==> src/rtl/tile_judge_if.sv <==
// Tile judge bus: groups the game-control inputs and the score/status outputs of tile_judge.
//   master: drives start, tick, row, key; observes score, lives, hit, miss, playing, game_over
//   slave : the judge itself
interface tile_judge_if #(
    parameter int unsigned SCORE_W = 8
);
    logic               start;      // one-cycle pulse: begin or restart a game
    logic               tick;       // one-cycle strobe: row is valid, new row at the hit line
    logic [3:0]         row;        // bit i = column i has a tile
    logic [3:0]         key;        // raw player buttons, active-high, asynchronous
    logic [SCORE_W-1:0] score;      // tiles hit this game
    logic [3:0]         lives;      // remaining lives
    logic               hit;        // pulse: cycle with at least one correct press
    logic               miss;       // pulse: cycle with at least one miss event
    logic               playing;    // high in PLAY
    logic               game_over;  // high in OVER

    modport master (
        output start, tick, row, key,
        input  score, lives, hit, miss, playing, game_over
    );

    modport slave (
        input  start, tick, row, key,
        output score, lives, hit, miss, playing, game_over
    );
endinterface

==> src/rtl/tile_judge.sv <==
// Tile judge: scores player key presses against the 4-column tile row on the hit line.
// Sits downstream of the tile shift register (tick strobe + row) and feeds the score display
// and game-over logic.
//
// Ports:
//   CLOCK_50  in  system clock, all logic on posedge
//   reset     in  asynchronous active-high reset
//   bus       tile_judge_if.slave
//               start/tick/row/key in; score/lives/hit/miss/playing/game_over out
//
// Parameters:
//   LIVES    lives loaded when a game starts (1..15)
//   SCORE_W  score width; the score saturates at all-ones
//   STRICT   1: pressing an empty column costs a life; 0: such presses are ignored
module tile_judge #(
    parameter int unsigned LIVES   = 3,
    parameter int unsigned SCORE_W = 8,
    parameter bit          STRICT  = 1'b1
) (
    input logic         CLOCK_50,
    input logic         reset,
    tile_judge_if.slave bus
);

    typedef enum logic [1:0] {StIdle, StPlay, StOver} state_e;

    localparam logic [3:0] LivesInit = 4'(LIVES);

    state_e             state_q;

    // Key synchroniser chain plus a registered rising-edge detect.
    logic [3:0]         k0_q, k1_q, k2_q;
    logic [3:0]         press_q;

    // Current window: which columns carry a tile, and which were already hit.
    logic [3:0]         pending_q;
    logic [3:0]         done_q;

    logic [SCORE_W-1:0] score_q;
    logic [3:0]         lives_q;
    logic               hit_q, miss_q, playing_q, game_over_q;

    // Judgement of this cycle's presses against the window.
    logic [3:0]         correct;
    logic [3:0]         wrong;
    logic [3:0]         done_after;
    logic [3:0]         expired;
    logic [2:0]         n_correct;
    logic               miss_ev;
    logic [SCORE_W:0]   score_sum;
    logic [SCORE_W-1:0] score_d;
    logic [3:0]         lives_d;

    always_comb begin
        correct    = press_q & pending_q & ~done_q;
        wrong      = press_q & ~pending_q;
        // Presses are judged against the old window first; only then does a tick close it.
        done_after = done_q | correct;
        expired    = bus.tick ? (pending_q & ~done_after) : 4'b0000;
        miss_ev    = (|expired) | (STRICT & (|wrong));

        n_correct  = 3'(correct[0]) + 3'(correct[1]) + 3'(correct[2]) + 3'(correct[3]);
        score_sum  = {1'b0, score_q} + (SCORE_W + 1)'(n_correct);
        score_d    = score_sum[SCORE_W] ? '1 : score_sum[SCORE_W-1:0];

        // At most one life per cycle, regardless of how many miss events coincide.
        lives_d    = (lives_q != 4'd0) ? lives_q - 4'd1 : 4'd0;
    end

    always_ff @(posedge CLOCK_50 or posedge reset) begin
        if (reset) begin
            state_q     <= StIdle;
            k0_q        <= 4'b0000;
            k1_q        <= 4'b0000;
            k2_q        <= 4'b0000;
            press_q     <= 4'b0000;
            pending_q   <= 4'b0000;
            done_q      <= 4'b0000;
            score_q     <= '0;
            lives_q     <= LivesInit;
            hit_q       <= 1'b0;
            miss_q      <= 1'b0;
            playing_q   <= 1'b0;
            game_over_q <= 1'b0;
        end else begin
            k0_q    <= bus.key;
            k1_q    <= k0_q;
            k2_q    <= k1_q;
            // Registering the edge detect gives a key-to-pulse latency of three edges.
            press_q <= k1_q & ~k2_q;

            hit_q   <= 1'b0;
            miss_q  <= 1'b0;

            if (bus.start) begin
                // start wins over tick and presses in the same cycle; those are dropped.
                state_q     <= StPlay;
                playing_q   <= 1'b1;
                game_over_q <= 1'b0;
                score_q     <= '0;
                lives_q     <= LivesInit;
                pending_q   <= 4'b0000;
                done_q      <= 4'b0000;
            end else begin
                unique case (state_q)
                    StPlay: begin
                        hit_q   <= |correct;
                        miss_q  <= miss_ev;
                        score_q <= score_d;

                        if (bus.tick) begin
                            pending_q <= bus.row;
                            done_q    <= 4'b0000;
                        end else begin
                            done_q    <= done_after;
                        end

                        if (miss_ev) begin
                            lives_q <= lives_d;
                            if (lives_d == 4'd0) begin
                                state_q     <= StOver;
                                playing_q   <= 1'b0;
                                game_over_q <= 1'b1;
                            end
                        end
                    end
                    StIdle, StOver: begin
                        // Waiting for start; ticks and presses are ignored.
                    end
                    default: begin
                        state_q     <= StIdle;
                        playing_q   <= 1'b0;
                        game_over_q <= 1'b0;
                    end
                endcase
            end
        end
    end

    assign bus.score     = score_q;
    assign bus.lives     = lives_q;
    assign bus.hit       = hit_q;
    assign bus.miss      = miss_q;
    assign bus.playing   = playing_q;
    assign bus.game_over = game_over_q;

endmodule

==> src/flat_wrapper.sv <==
// flat-port wrapper written by rule: the top's interface ports become plain ports
module tile_judge_flat 
#(
    parameter int unsigned LIVES   = 3,
    parameter int unsigned SCORE_W = 8,
    parameter bit          STRICT  = 1'b1
)
  (CLOCK_50, reset, bus_start, bus_tick, bus_row, bus_key, bus_score, bus_lives, bus_hit, bus_miss, bus_playing, bus_game_over);
  tile_judge_if #(.SCORE_W(SCORE_W)) bus_i ();
  input logic CLOCK_50;
  input logic reset;
  input wire logic [$bits(bus_i.start)-1:0] bus_start;
  input wire logic [$bits(bus_i.tick)-1:0] bus_tick;
  input wire logic [$bits(bus_i.row)-1:0] bus_row;
  input wire logic [$bits(bus_i.key)-1:0] bus_key;
  output wire logic [$bits(bus_i.score)-1:0] bus_score;
  output wire logic [$bits(bus_i.lives)-1:0] bus_lives;
  output wire logic [$bits(bus_i.hit)-1:0] bus_hit;
  output wire logic [$bits(bus_i.miss)-1:0] bus_miss;
  output wire logic [$bits(bus_i.playing)-1:0] bus_playing;
  output wire logic [$bits(bus_i.game_over)-1:0] bus_game_over;
  assign bus_i.start = bus_start;
  assign bus_i.tick = bus_tick;
  assign bus_i.row = bus_row;
  assign bus_i.key = bus_key;
  assign bus_score = bus_i.score;
  assign bus_lives = bus_i.lives;
  assign bus_hit = bus_i.hit;
  assign bus_miss = bus_i.miss;
  assign bus_playing = bus_i.playing;
  assign bus_game_over = bus_i.game_over;
  tile_judge #(.LIVES(LIVES), .SCORE_W(SCORE_W), .STRICT(STRICT)) u_core (.CLOCK_50(CLOCK_50), .reset(reset), .bus(bus_i));
endmodule
==> config.mk <==
export PLATFORM = sky130hd
export DESIGN_NAME = tile_judge_flat
export DESIGN_NICKNAME = d
export VERILOG_FILES = /design/src/rtl/tile_judge_if.sv /design/src/rtl/tile_judge.sv /design/src/flat_wrapper.sv
export SDC_FILE = /design/constraint.sdc
export NUM_CORES = 1
export LEC_CHECK = 0
export ABC_AREA = 0
export CAP_MARGIN = 25
export CORE_MARGIN = 2
export CORE_UTILIZATION = 55
export CTS_BUF_LIST = sky130_fd_sc_hd__clkbuf_4 sky130_fd_sc_hd__clkbuf_8
export DETAILED_ROUTE_END_ITERATION = 10
export PLACE_DENSITY = 0.81
export SYNTH_ARGS = -nofsm -noshare
export SYNTH_HDL_FRONTEND = slang
export SYNTH_SLANG_ARGS = --single-unit
==> constraint.sdc <==
create_clock -name CLOCK_50 -period 3.97 [get_ports CLOCK_50]
set_input_delay 0.794 -clock CLOCK_50 [delete_from_list [all_inputs] [get_ports CLOCK_50]]
set_output_delay 0.794 -clock CLOCK_50 [all_outputs]
set_load 0.005 [all_outputs]
## Yosys cells after proc, flatten, opt, wreduce, memory -nomap -nowiden

Index checks and enable logic that the tools add are counted.

- Output and inout port bits: 16
- Bits of input ports: 12
- Logic and storage cells: 77
- Register bits after elaboration: 42

- Muxes and demuxes: 30
- $add $sub $neg: 5
- Bitwise operators: 11
- Equality and inequality tests: 5
- Reduce and logical (&&, ||, !) cells: 13

Operators by type and width:

| cell | number |
|---|---|
| $mux 4 | 11 |
| $mux 8 | 3 |
| $and 4x4->4 | 5 |
| $not 4->4 | 4 |
| $reduce_or 4->1 | 3 |
| $mux 1 | 10 |
| $add 8x3->9 | 1 |
| $add 3x1->3 | 2 |
| $mux 2 | 3 |
| $ne 3x2->1 const B | 2 |
| $reduce_bool 2->1 | 3 |
| $logic_not 4->1 | 1 |
| $or 4x4->4 | 1 |
| $pmux 1 s2 | 2 |
| $pmux 2 s2 | 1 |
| $reduce_and 2->1 | 2 |
| $reduce_bool 4->1 | 1 |
| $sub 4x1->4 const B | 1 |
| $reduce_and 3->1 | 1 |
| $add 1x1->2 | 1 |
| $eq 2x1->1 const B | 1 |
| $eq 2x2->1 const B | 1 |
| $logic_not 2->1 | 1 |
| $ne 2x2->1 const B | 1 |
| other kinds (2) | 2 |

## Depth between registers and ports, before layout

Gate-level depths: netlist of the first run.

- Depth after elaboration: 11
- Depth in mapped cells: 15
- Mapped depth without buffers: 15

## Worst setup path after synthesis of the first run

OpenSTA, ideal clock, no wires.

- Path type: register -> register
- Start point: reg u_core.pending_q[1]
- End point: reg u_core.score_q[3] (netlist: u_core.bus.score[3])
- Required time: 3.890 ns
- Period minus slack after synthesis: 2.841 ns
- Path slack: 1.129 ns
- Stages on the path, launching flop included: 15
- Buffers on the path: 0
- Setup time: 0.080 ns
- Arrival time: 2.761 ns
- Path through: dfrtp_1 -> nand2_1 -> or2_2 -> inv_1 -> ha_1 -> inv_1 -> fa_1 -> inv_1 -> ha_1 -> inv_1 -> fa_1 -> nor2b_1 -> o2111ai_2 -> and3_1 -> nor3_2

- Cells in the longest elaborated chain, start to end: 9

RTL lines:

| item | line | source |
|---|---|---|
| from (decl) | tile_judge.sv:36 | `logic [3:0] pending_q;` |
| from (signal assigned) | tile_judge.sv:112 | `pending_q <= bus.row;` |
| $and 4x4->4 (2 in series) | tile_judge.sv:55 | `correct = press_q & pending_q & ~done_q;` |
| $add 1x1->2 | tile_judge.sv:62 | `n_correct = 3'(correct[0]) + 3'(correct[1]) + 3'(correct[2]) + 3'(correct[3]);` |
| $add 3x1->3 (2 in series) | tile_judge.sv:62 |  |
| $add 8x3->9 | tile_judge.sv:63 | `score_sum = {1'b0, score_q} + (SCORE_W + 1)'(n_correct);` |
| $mux 8 | tile_judge.sv:64 | `score_d = score_sum[SCORE_W] ? '1 : score_sum[SCORE_W-1:0];` |
| $mux 8 | tile_judge.sv:105 | `unique case (state_q)` |
| $mux 8 | tile_judge.sv:95 | `if (bus.start) begin` |
| to (signal assigned) | tile_judge.sv:109 | `score_q <= score_d;` |
| to (decl) | tile_judge.sv:39 | `logic [SCORE_W-1:0] score_q;` |

No other way between the ends. The select of a mux whose other input is x is not followed.
A chain may end at the register's enable or synchronous reset.

## Worst setup path in the final report of the first run

Same ends and word-level chain as after synthesis.

==> results of run 1 <==
==> synthesized netlist by cell type, drive strengths merged <==
library cell,number,share of area
xor2,1,0.0048
and2b,1,0.0048
clkinv,1,0.0021
a21boi,1,0.0062
nor2,21,0.045
a211oi,1,0.0041
o21ai,6,0.017
or2,1,0.0035
a2bb2oi,1,0.0083
o2111ai,1,0.0083
fa,2,0.022
clkbuf,2,0.0041
nor2b,5,0.017
a311oi,1,0.0048
nand2b,2,0.0069
nor3b,1,0.0069
o211a,1,0.0055
a21o,1,0.0041
ha,6,0.041
dfstp,2,0.029
a22oi,3,0.015
o221ai,2,0.013
mux2i,7,0.039
a31oi,8,0.028
a21oi,3,0.0083
nand2,8,0.018
dfrtp,38,0.52
nand3b,3,0.012
and3,2,0.0069
buf,2,0.0055
o21a,2,0.0083
nor3,7,0.022
nand3,2,0.0055
o211ai,3,0.015
and2,1,0.0035
inv,14,0.029
==> final cells by class <==
class,count,area (um^2),area share
Clock buffer,5,37.5,0.0170
Sequential cell,40,1000,0.454
Inverter,15,56.3,0.0255
Tap cell,44,55.1,0.0249
Clock inverter,3,47.5,0.0215
Timing Repair Buffer,28,278,0.126
Multi-Input combinational cell,104,734,0.332
==> worst paths after layout <==
path	start	to	cells past startpoint
setup / recovery	u_core.pending_q[1]$_DFFE_PP0P_	u_core.bus.score[3]$_DFFE_PP0P_	14
hold / removal	u_core.k0_q[1]$_DFF_PP0_	u_core.k1_q[1]$_DFF_PP0_	0
setup reg to reg	u_core.pending_q[1]$_DFFE_PP0P_	u_core.bus.score[3]$_DFFE_PP0P_	14
hold reg to reg	u_core.k0_q[1]$_DFF_PP0_	u_core.k1_q[1]$_DFF_PP0_	0
max in group asynchronous	reset	u_core.bus.lives[0]$_DFFE_PP1P_	3
min in group asynchronous	reset	u_core.bus.score[1]$_DFFE_PP0P_	2
==> cell families (layout without fill, tap and decap cells) <==
kind of cell	Yosys count	count (layout)	share of synthesized area
buffers and inverters	19	51	0.0407
and+or+nand+nor	54	54	0.153
xor gates and xnor gates	1	1	0.00484
AOI/OAI and AO/OA	34	34	0.146
adders and majority gates	8	8	0.0635
muxes	7	7	0.0387
DFF	40	40	0.554
==> metal layers <==
metal	track usage	up-vias
met2	0.350	28
met5	0	-
met4	0.0760	0
li1	-	628
met1	0.269	658
met3	0.0777	7
==> worst max-delay path: cells and delay by family, from the launching register on <==
kind / cells / cell delay [ns]
AND/OR/NAND/NOR: 5 / 0.94
flip-flops: 1 / 0.45
AO/OA/AOI/OAI: 1 / 0.21
adder cells (fa/ha/maj): 4 / 1.18
buffers and inverters: 4 / 0.26
==> metrics by stage <==
step / setup WS [ns] / hold slack (ns)
floorplan: 1.13 / 0.331
global placement: 1.04 / 0.331
detailed placement: 0.909 / 0.336
CTS: 0.861 / 0.366
global route: 0.677 / 0.375
finish: 0.870 / 0.362
==> state kept, by name (all words and copies together) (netlist names), 4 cells and up <==
name / cells
u_core.bus.score: 8
u_core.press_q: 4
u_core.done_q: 4
u_core.bus.lives: 4
u_core.k1_q: 4
u_core.k0_q: 4
u_core.k2_q: 4
u_core.pending_q: 4
==> where the power goes <==
group	internal (mW)	leakage, nW	total, mW	switching, mW
registers	0.448	0.509	0.479	0.0309
logic	0.105	0.421	0.210	0.104
clock network	0.135	0.0454	0.276	0.142
total	0.688	0.976	0.965	0.277
==> run metrics, run 1 <==
synth warn=0; wire length on met2=about 1800 um; Avg Vias per Cell=5.53; crit share post-route=0.781; routed metal-1 wire length=1490 um; Startpoint Class=register; Data arrival, critical path=around 3.4 ns; Initial Util=0.584; via count=1321; worst path cell trace=nand2_1, or2_2, inv_1, ha_1, inv_1, fa_1, inv_1, ha_1, inv_1, fa_1, nor2b_1, o2111ai_2, and3_1, nor3_2; CP max-delay cell=dfrtp_1; Reg2Reg Setup Slack=0.87 ns; Synthesized Nets=between 150 and 200; Core Footprint=3100 um^2; Wirelength per Cell=14.3 um; RSZ-0062 raised after global routing=false; largest buffer count on any clock path=2; Antenna Cells=0; Req. time, crit path=4.25 ns; power consumption=0.965 mW; syn avg cell area=11.1 um^2; relative slew slack=0.478; H-tree depth=2; Final ANT Viol Nets=0; most frequent cells in the layout=38 x dfrtp_1, 27 x clkdlybuf4s50_1, 20 x nor2_1, 13 x inv_1, 8 x a31oi_1; Die H=just over 60 um; root buffer cell=clkbuf_4; total placed instance area=2130 um^2; DRT Pass-1 Iters=4; setup violators final=0; layout net count=around 210; overall routing resource usage=0.216; slowest stage delay, CP=around 0.45 ns; crit path kind=register to register; # resized after CTS=0; count of final hold-check violations=0; hpwl dp=2540 um; Non-Filler Instances=239; CTS tree=built; crit end category=register; Worst-Skew Late Latency=0.35 ns; PD cells=436 nW/um^2; number of buffers created by CTS=5; first-pass GRT wire length=5820 um; commonest non-fill, non-tap cell in the layout=dfrtp_1; Mapped Area=1810 um^2; Max Cap Viol=0; Leakage=0.976 nW; gp weighted congestion=0.839; synthesis-to-finish area growth=22.1%; post-route minimum period=a little over 3 ns; Post-CTS Setup Bufs=0; drt total wl=3430 um; final setup skew=0.0117 ns; DRC=0; Worst-Margin Slew=0.782 ns; Sink Count=40; post-synthesis sequential area ratio=0.554; Die Wd=61.4 um; Core Rows=20; FMAX=0.323 GHz; GRT overflow=0; Max Slew Vio Count=0; setup_tns=0 ns; largest net degree at the start of global routing=22; FILL cells=~250; Hold Crit Class=register to register; Seq cells post-synth=40; clock-pin transition on the worst setup and hold timing paths=0.13 ns; die area=~3800 um^2; initial antenna violation count=0; most frequent cell on the critical path=inv_1; layout cells sized above 1=0.123; IO buf count=27; hold buffer count at CTS=0; Max IR drop VDD=about 0.00030 V; number of global-route vias before repair=roughly 1300; final core occ=0.713; DR WL met3=131 um; status=finished, final reports clean; DR iter-0 viols=76; dpl cells=231; Top Layer Used=met4; Synth Instances=163; post-route cell area=about 2200 um^2; num ports=28; CP max FO=6; Synth cell types=44
(Power assumes the default switching activity.)
==> run 2, diff against run 1 <==
- CORE_UTILIZATION: 55 -> 50
- PLACE_DENSITY: 0.81 -> 0.78
- clock period: 3.97 -> 2.8 ns (I/O delays scaled with it)
==> run 2 against run 1 <==
Net effect:
- core utilization down 3.9 points
- clock skew up 0.0017 ns
- combinational power up 51%
- final cell count up 3.3%
- hold slack better by 0.00062 ns
- critical path depth down 1
- fmax up 12%
- flip-flop and latch count unchanged
- final area up 4.0%
- critical endpoint unchanged
==> run metrics, run 2 (synthesized netlist as in run 1, its figures left out) <==
clock network power share=0.276 (was 0.286); gp weighted congestion=0.838 (was 0.839); drt total wl=3550 um (was 3430 um); num ports=28 (unchanged); setup violators final=0 (unchanged); Max Slew Vio Count=0 (unchanged); number of global-route vias before repair=1352 (was 1332); status=finished, final reports clean (unchanged); largest net degree at the start of global routing=41 (was 22); CP max-delay cell=dfrtp_1 (unchanged); Pint=0.983 mW (was 0.688 mW); Antenna Cells=0 (unchanged); Wirelength per Cell=14.4 um (was 14.3 um); hpwl dp=2490 um (was 2540 um); register area=1000 um^2 (unchanged); crit share post-route=0.988 (was 0.781); setup_tns=0 ns (unchanged); Data arrival, critical path=3.06 ns (was 3.38 ns); initial antenna violation count=0 (unchanged); hold buffer count at CTS=0 (unchanged); Core Rows=21 (was 20); Die Wd=64.2 um (was 61.4 um); post-route minimum period=2.77 ns (was 3.10 ns); dpl cells=238 (was 231); Sw Share=0.285 (was 0.287); crit end category=register (unchanged); Final ANT Viol Nets=0 (unchanged); GRT overflow=0 (unchanged); IO buf count=27 (unchanged); Reg2Reg Setup Slack=0.03 ns (was 0.87 ns); Worst-Margin Slew=0.490 ns (was 0.782 ns); Leakage=0.999 nW (was 0.976 nW); area of the multi-input gates=781 um^2 (was 734 um^2); pre-CTS setup slack=-0.0536 ns (was 0.909 ns); Core Footprint=3420 um^2 (was 3100 um^2); Sink Count=40 (unchanged); post-route cell area=2300 um^2 (was 2210 um^2); Avg Vias per Cell=5.52 (was 5.53); Non-Filler Instances=247 (was 239); H-tree depth=2 (unchanged); RSZ-0062 raised after global routing=true (was false); DRC=0 (unchanged); first-pass GRT wire length=5980 um (was 5820 um); via count=1363 (was 1321); FMAX=0.361 GHz (was 0.323 GHz); worst path cell trace=or2_4, inv_2, ha_4, inv_2, fa_1, inv_1, ha_2, inv_2, fa_2, nor2b_4, o2111ai_2, and3_4, nor3_2 (was nand2_1, or2_2, inv_1, ha_1, inv_1, fa_1, inv_1, ha_1, inv_1, fa_1, nor2b_1, o2111ai_2, and3_1, nor3_2); Max IR drop VDD=0.000290 V (was 0.000299 V); slowest stage delay, CP=0.40 ns (was 0.45 ns); crit path buf inv count=4 (unchanged); Startpoint Class=register (unchanged); PD cells=597 nW/um^2 (was 436 nW/um^2); layout cells sized above 1=0.209 (was 0.123); total placed instance area=2180 um^2 (was 2130 um^2); Initial Util=0.530 (was 0.584); Req. time, crit path=3.09 ns (was 4.25 ns); DRT Pass-1 Iters=4 (unchanged); Worst-Skew Late Latency=0.35 ns (about the same); die area=4120 um^2 (was 3770 um^2); layout net count=220 (was 214); Die H=64.2 um (was 61.4 um); max FFs per register=8 (unchanged); switching power=0.392 mW (was 0.277 mW); clock-pin transition on the worst setup and hold timing paths=0.13 ns (about the same); count of final hold-check violations=0 (unchanged); sequential power share=0.493 (was 0.496); CP max FO=4 (was 6); most frequent cells in the layout=38 x dfrtp_1, 27 x clkdlybuf4s50_1, 18 x nor2_1, 10 x inv_1, 8 x a31oi_1 (was 38 x dfrtp_1, 27 x clkdlybuf4s50_1, 20 x nor2_1, 13 x inv_1, 8 x a31oi_1); worst setup margin=0.0334 ns (was 0.870 ns); CP delay by family, top=adder cells (unchanged); most frequent cell on the critical path=inv_2 (was inv_1); FILL cells=251 (was 248); Comb power frac=0.231 (was 0.217); Max Cap Viol=0 (unchanged); commonest non-fill, non-tap cell in the layout=dfrtp_1 (unchanged); number of buffers created by CTS=5 (unchanged); relative slew slack=0.673 (was 0.478); crit path kind=register to register (unchanged); root buffer cell=clkbuf_4 (unchanged); overall routing resource usage=0.189 (was 0.216); largest buffer count on any clock path=2 (unchanged); Hold Crit Class=register to register (unchanged); CTS tree=built (unchanged); DR iter-0 viols=60 (was 76); synthesis-to-finish area growth=27.0% (was 22.1%); final setup skew=0.0134 ns (was 0.0117 ns)
run 2: changes by cell type in the layout (fill, tap and decap cells not counted), sizes merged:
| cell | before | now |
|---|---|---|
| clkinvlp | 0 | 1 |
| clkinv | 3 | 2 |
| buf | 1 | 7 |
run 2: power by group through the flow:
stage / sequential [mW] / clock [mW] / combinational (mW)
after floorplan: 0.685 / 0 / 0.182
after global placement: 0.683 / 0 / 0.299
after detailed placement: 0.690 / 0 / 0.309
after CTS: 0.678 / 0.391 / 0.311
after global routing: 0.685 / 0.420 / 0.348
final: 0.678 / 0.379 / 0.317
run 2: area by class of cell:
| type | instances | area share |
|---|---|---|
| Inverter | 15 | 0.0245 |
| Multi-Input combinational cell | 104 | 0.339 |
| Timing Repair Buffer | 34 | 0.140 |
| Sequential cell | 40 | 0.436 |
| Clock inverter | 3 | 0.0185 |
| Clock buffer | 5 | 0.0163 |
| Tap cell | 46 | 0.0250 |
run 2: what timing repair did:
action / 4_1_cts / 5_1_grt
setup endpoints to repair: 4 / 8
pin swaps: 5 / 1
gates cloned: 0 / 0
resized for setup: 0 / 11
setup buffers: 1 / 0
run 2: worst paths after layout:
kind	start	end	depth (start not counted)
worst max-delay path	u_core.done_q[1]$_DFFE_PP0P_	u_core.bus.score[3]$_DFFE_PP0P_	13
worst min-delay path	u_core.k0_q[2]$_DFF_PP0_	u_core.k1_q[2]$_DFF_PP0_	0
worst max register to register	u_core.done_q[1]$_DFFE_PP0P_	u_core.bus.score[3]$_DFFE_PP0P_	13
worst min register to register	u_core.k0_q[2]$_DFF_PP0_	u_core.k1_q[2]$_DFF_PP0_	0
max in group asynchronous	reset	u_core.bus.lives[1]$_DFFE_PP1P_	3
min in group asynchronous	reset	u_core.k0_q[0]$_DFF_PP0_	3
run 2: worst register-to-register path: stages, from the launching register on:
cell and delay, ns:
dfrtp_1 0.40, or2_4 0.26, inv_2 0.07, ha_4 0.19, inv_2 0.05, fa_1 0.40
inv_1 0.07, ha_2 0.18, inv_2 0.04, fa_2 0.37, nor2b_4 0.16, o2111ai_2 0.16
and3_4 0.22, nor3_2 0.13
run 2: metal layers:
metal,global-route usage,up-vias,part of all wire,wire length [um]
met4,0.0505,0,0.0059,21
met1,0.226,679,0.42,1480
met3,0.0634,5,0.052,186
li1,-,633,-,-
met5,0,-,0,0
met2,0.327,46,0.52,1860
run 2: through the flow:
step	utilization	power [mW]	hold WS (ns)
floorplan	-	0.867	0.331
global placement	0.637	0.983	0.333
detailed placement	0.637	0.999	0.339
CTS	0.663	1.38	0.370
global route	0.674	1.45	0.374
finish	0.674	1.37	0.363
